$ cat src/rtl/apb_master.sv
// APB master bridging a one-cycle CPU request strobe onto four APB slaves
// (RAM, GPIO, UART, TIMER) with wait-state timeout and error reporting.
module apb_master #(
    parameter int TIMEOUT = 255
) (
    input  logic        clk,
    input  logic        rst,
    input  logic        transfer,
    input  logic        busWe,
    input  logic [31:0] busAddr,
    input  logic [31:0] busWData,
    output logic [31:0] busRData,
    output logic        ready,
    output logic        slvErr,
    output logic [31:0] PADDR,
    output logic [31:0] PWDATA,
    output logic        PWRITE,
    output logic        PENABLE,
    output logic        PSEL0,
    output logic        PSEL1,
    output logic        PSEL2,
    output logic        PSEL3,
    input  logic [31:0] PRDATA0,
    input  logic [31:0] PRDATA1,
    input  logic [31:0] PRDATA2,
    input  logic [31:0] PRDATA3,
    input  logic        PREADY0,
    input  logic        PREADY1,
    input  logic        PREADY2,
    input  logic        PREADY3
);

    localparam int          CW          = (TIMEOUT < 1) ? 1 : $clog2(TIMEOUT + 1);
    localparam logic [CW-1:0] TIMEOUT_C = CW'(TIMEOUT);
    localparam logic [31:0] ERR_DATA    = 32'hDEAD_BEEF;

    typedef enum logic [1:0] {
        IDLE   = 2'd0,
        SETUP  = 2'd1,
        ACCESS = 2'd2
    } state_t;

    state_t        state_q, state_d;
    logic [31:0]   paddr_q;
    logic [31:0]   pwdata_q;
    logic          pwrite_q;
    logic [3:0]    sel_q;
    logic [CW-1:0] cnt_q, cnt_d;
    logic [31:0]   rdata_q;
    logic          ready_q;
    logic          err_q;

    logic [3:0]    dec_sel;
    logic [3:0]    pready_vec;
    logic [31:0]   prdata_arr [4];
    logic          sel_ready;
    logic [31:0]   sel_rdata;
    logic          take;
    logic          access_done;
    logic          timeout_hit;

    assign prdata_arr[0] = PRDATA0;
    assign prdata_arr[1] = PRDATA1;
    assign prdata_arr[2] = PRDATA2;
    assign prdata_arr[3] = PRDATA3;
    assign pready_vec    = {PREADY3, PREADY2, PREADY1, PREADY0};

    // One 4 KiB window per slave inside the 0x1000_xxxx page.
    genvar gi;
    generate
        for (gi = 0; gi < 4; gi++) begin : g_decode
            assign dec_sel[gi] = (busAddr[31:16] == 16'h1000) &&
                                 (busAddr[15:12] == 4'(gi));
        end
    endgenerate

    // Unmapped accesses (no select) complete immediately with zero data.
    always_comb begin
        sel_ready = (sel_q == 4'b0000);
        sel_rdata = 32'h0;
        for (int i = 0; i < 4; i++) begin
            if (sel_q[i]) begin
                sel_ready = sel_ready | pready_vec[i];
                sel_rdata = sel_rdata | prdata_arr[i];
            end
        end
    end

    assign take        = (state_q == IDLE) && transfer;
    assign access_done = (state_q == ACCESS) && sel_ready;
    assign timeout_hit = (state_q == ACCESS) && !sel_ready && (cnt_q == TIMEOUT_C);

    // State register
    always_ff @(posedge clk or posedge rst) begin
        if (rst) begin
            state_q <= IDLE;
            cnt_q   <= '0;
        end else begin
            state_q <= state_d;
            cnt_q   <= cnt_d;
        end
    end

    // Next-state logic
    always_comb begin
        state_d = state_q;
        cnt_d   = cnt_q;
        case (state_q)
            IDLE: begin
                if (transfer) state_d = SETUP;
            end
            SETUP: begin
                state_d = ACCESS;
                cnt_d   = '0;
            end
            ACCESS: begin
                if (access_done || timeout_hit) begin
                    state_d = IDLE;
                end else begin
                    cnt_d = cnt_q + CW'(1);
                end
            end
            default: begin
                state_d = IDLE;
                cnt_d   = '0;
            end
        endcase
    end

    // Request capture and completion reporting
    always_ff @(posedge clk or posedge rst) begin
        if (rst) begin
            paddr_q  <= 32'h0;
            pwdata_q <= 32'h0;
            pwrite_q <= 1'b0;
            sel_q    <= 4'b0000;
            rdata_q  <= 32'h0;
            ready_q  <= 1'b0;
            err_q    <= 1'b0;
        end else begin
            if (take) begin
                paddr_q  <= busAddr;
                pwdata_q <= busWData;
                pwrite_q <= busWe;
                sel_q    <= dec_sel;
            end
            ready_q <= access_done || timeout_hit;
            err_q   <= timeout_hit;
            if (timeout_hit) begin
                rdata_q <= ERR_DATA;
            end else if (access_done && !pwrite_q) begin
                rdata_q <= sel_rdata;
            end
        end
    end

    // Output logic: selects and enable follow the phase directly.
    always_comb begin
        PSEL0   = 1'b0;
        PSEL1   = 1'b0;
        PSEL2   = 1'b0;
        PSEL3   = 1'b0;
        PENABLE = 1'b0;
        if (state_q != IDLE) begin
            PSEL0 = sel_q[0];
            PSEL1 = sel_q[1];
            PSEL2 = sel_q[2];
            PSEL3 = sel_q[3];
        end
        if (state_q == ACCESS) begin
            PENABLE = 1'b1;
        end
    end

    assign PADDR    = paddr_q;
    assign PWDATA   = pwdata_q;
    assign PWRITE   = pwrite_q;
    assign busRData = rdata_q;
    assign ready    = ready_q;
    assign slvErr   = err_q;

endmodule
$ cat config.mk
export PLATFORM = sky130hd
export DESIGN_NAME = apb_master
export DESIGN_NICKNAME = d
export VERILOG_FILES = /design/src/rtl/apb_master.sv
export SDC_FILE = /design/constraint.sdc
export NUM_CORES = 1
export LEC_CHECK = 0
export BUFFER_PORTS_ARGS = -buffer_cell sky130_fd_sc_hd__buf_4
export CAP_MARGIN = 20
export CORE_ASPECT_RATIO = 2
export CORE_MARGIN = 5
export CORE_UTILIZATION = 40
export DETAILED_ROUTE_END_ITERATION = 8
export GPL_TIMING_DRIVEN = 0
export MAX_ROUTING_LAYER = met4
export PLACE_DENSITY = 0.79
export SLEW_MARGIN = 0
export SYNTH_ARGS = -nofsm -noshare
export SYNTH_HDL_FRONTEND = slang
export SYNTH_SLANG_ARGS = --single-unit
$ cat constraint.sdc
create_clock -name clk -period 4.7 [get_ports clk]
set_input_delay 1.41 -clock clk [delete_from_list [all_inputs] [get_ports clk]]
set_output_delay 1.41 -clock clk [all_outputs]
set_load 0.02 [all_outputs]
==> run metrics <==
status=complete, no violations; fillers=1095; initial antenna violation count=0; Pre-antenna DRT Iters=5; Die Area=15500 sq um; time the worst path needs with I/O delays and setup=3.17 ns; RSZ-0062 raised after global routing=no; share of cells above drive strength 1=37.9%; Setup Skew=0.00795 ns; final instance area=8240 sq um; clk buf depth=2; Max stage delay cell, worst path=clkbuf_1; area occupied by multi-input gates=2060 sq um; Worst setup SP type=register; Via Count=5495; commonest non-fill, non-tap cells in the layout=buf_4 (303), nand2_1 (218), dfrtp_1 (113), a22oi_1 (48), clkbuf_1 (31); PortBufs=303; most common cell after layout, fill and taps aside=buf_4; largest net degree at the start of global routing=72; final cell count without fillers=1074; Core Box Area=12600 sq um; crit path max fanout=10; Synthesized Nets=789; critical path endpoint category=output port; Final Hold Violating Endpoints=0; crit path DAT=1.76 ns; FMAX=315 MHz; Mapped Area=5170 sq um; Final Setup Violations=0; worst skew pair latency=0.40 ns; CP max stage delay=0.49 ns; period utilisation layout=67.5%; number of max-cap violations=0; Synth Flop Type=dfrtp_1; critical path type=reg -> out; # Post-CTS Setup Buffers=0; peak supply drop=343 uV; DR DRC count=0; Root Driver=clkbuf_16; placed cell area=7670 sq um; CTS Hold Bufs=0; P_leak=4.41 nW; max layer used=met4; register area=2830 sq um; Die Ht=171 um; Power, Total=3.81 mW; drt total wl=19200 um; worst path bufs/invs=3; Seq cells post-synth=113; clk slew on worst S/H paths=0.06 ns; largest delay contributor family on the critical path=buffers and inverters; Sink Count=113; hold crit path type=reg -> reg; num rows=58; hold slack=0.472 ns; DR WL met2=10400 um; post-DR wirelength/cell=17.9 um; Layout Nets=1112; DRT met1 WL=6810 um; GPL Wtd Cong=0.882; post-synthesis sequential area ratio=54.6%; syn_area_per_cell=8.80 sq um; DP Wirelength=15100 um; number of routed nets with antenna violations=0; # placed instances=1042; H-tree depth=4; all-layer global routing usage=25.6%; P&R area growth vs syn=59.2%; Chip Width=90.4 um; Post-synth EDFFs=0; first-pass GRT wire length=30600 um; Synth Instances=588; Critical Path RT=3.29 ns; Routed met3 length=1490 um; Tightest Pin Transition=0.684 ns; total CTS buffers=17; Starting Density=41.0%; PostCTS Resize Cnt=0; vias in the first global route=5923; Vias/cell=5.12; CTS tree=built; antenna cells=0; 1st-iter DRT viols=207; gr ovfl total=0; Slew headroom=53.7%; Netlist cell types=33; asr flop ratio synth=100%; yosys warns=0; fin. max-slew vios=0; CP cell instances=buf_2, clkbuf_1, nor2b_1, buf_4; PwrDens=463 nW/um^2; I/O Pins=304
[worst min-delay path, delay by kind of cell (launching register included)]
family / cells / cell delay, ns
and+or+nand+nor: 2 / 0.10
DFF: 1 / 0.34
[path summary, 6_finish.rpt]
kind / start / to / slack, ns / cells past startpoint
setup reg to reg: state_q[1] / PWDATA[15] / 2.08 / 8
hold reg to reg: PWDATA[0] / PWDATA[0] / 0.47 / 2
max in group asynchronous: rst / sel_q[0] / 2.85 / 3
min in group asynchronous: rst / PWDATA[21] / 1.07 / 2
setup / recovery: sel_q[2] / PSEL2 / 1.53 / 4
hold / removal: PWDATA[0] / PWDATA[0] / 0.47 / 2
[flip-flops by register name, indices dropped and copies added (netlist names)]
signal and cells:
busRData 32, state_q 2, PWDATA 32, PADDR 32, ready 1, slvErr 1
PWRITE 1, cnt_q 8, sel_q 4
[through the flow]
step                worst slack [ns]  TNS (ns)  util [%]
finish                          1.53         0      65.2
global route                    1.39         0      65.2
CTS                             1.46         0      65.2
detailed placement              1.47         0      60.7
global placement               -1.04   -116.15      60.5
floorplan                      0.303         0         -
[synthesized netlist by cell type (4+ instances only)]
library cell	count	area (sq um)
dfrtp_1	113	2830
a32o_1	4	40.0
nor2b_1	7	43.8
nor4_1	5	31.3
nor3_1	4	20.0
a21oi_1	29	145
a22oi_1	48	360
o2bb2ai_1	8	70.1
clkbuf_1	31	116
o21ai_0	5	25.0
nand2_1	218	818
a22o_1	10	87.6
a221oi_1	8	70.1
nor2_1	30	113
o31ai_1	4	30.0
inv_1	30	113
buf_2	5	25.0
[kinds of logic (layout without fill, tap and decap cells)]
family	Yosys count	count (layout)	synth area share [%]
AO/OA/AOI/OAI	118	118	16.3
adder cells (fa/ha/maj)	1	1	0.242
buffers and inverters	69	405	5.56
flip-flops	113	113	54.6
multiplexers	5	5	1.04
AND/OR/NAND/NOR	282	282	22.2
[power breakdown]
group          internal, mW  switching (mW)  total, mW
sequential             1.22           0.136       1.35
combinational         0.527           0.707       1.23
clock                 0.746           0.481       1.23
total                  2.49            1.32       3.81
[routing by layer]
| metal | track usage, % | vias up |
|---|---|---|
| met5 | - | - |
| met1 | 26.6 | 2579 |
| met3 | 7.96 | 33 |
| li1 | - | 2626 |
| met4 | 9.01 | 0 |
| met2 | 45.4 | 257 |
[final cells by class]
type                       instances  area share (%)
inverter                          30            1.40
sequential                       113            34.3
timing repair buffer             304            27.9
clock inverter                    14            1.61
multi-input combinational        406            25.0
tap                              150            2.28
clock buffer                      18            5.33
buffer                            39            2.13
Note: power is estimated with default switching activity, not from simulation.
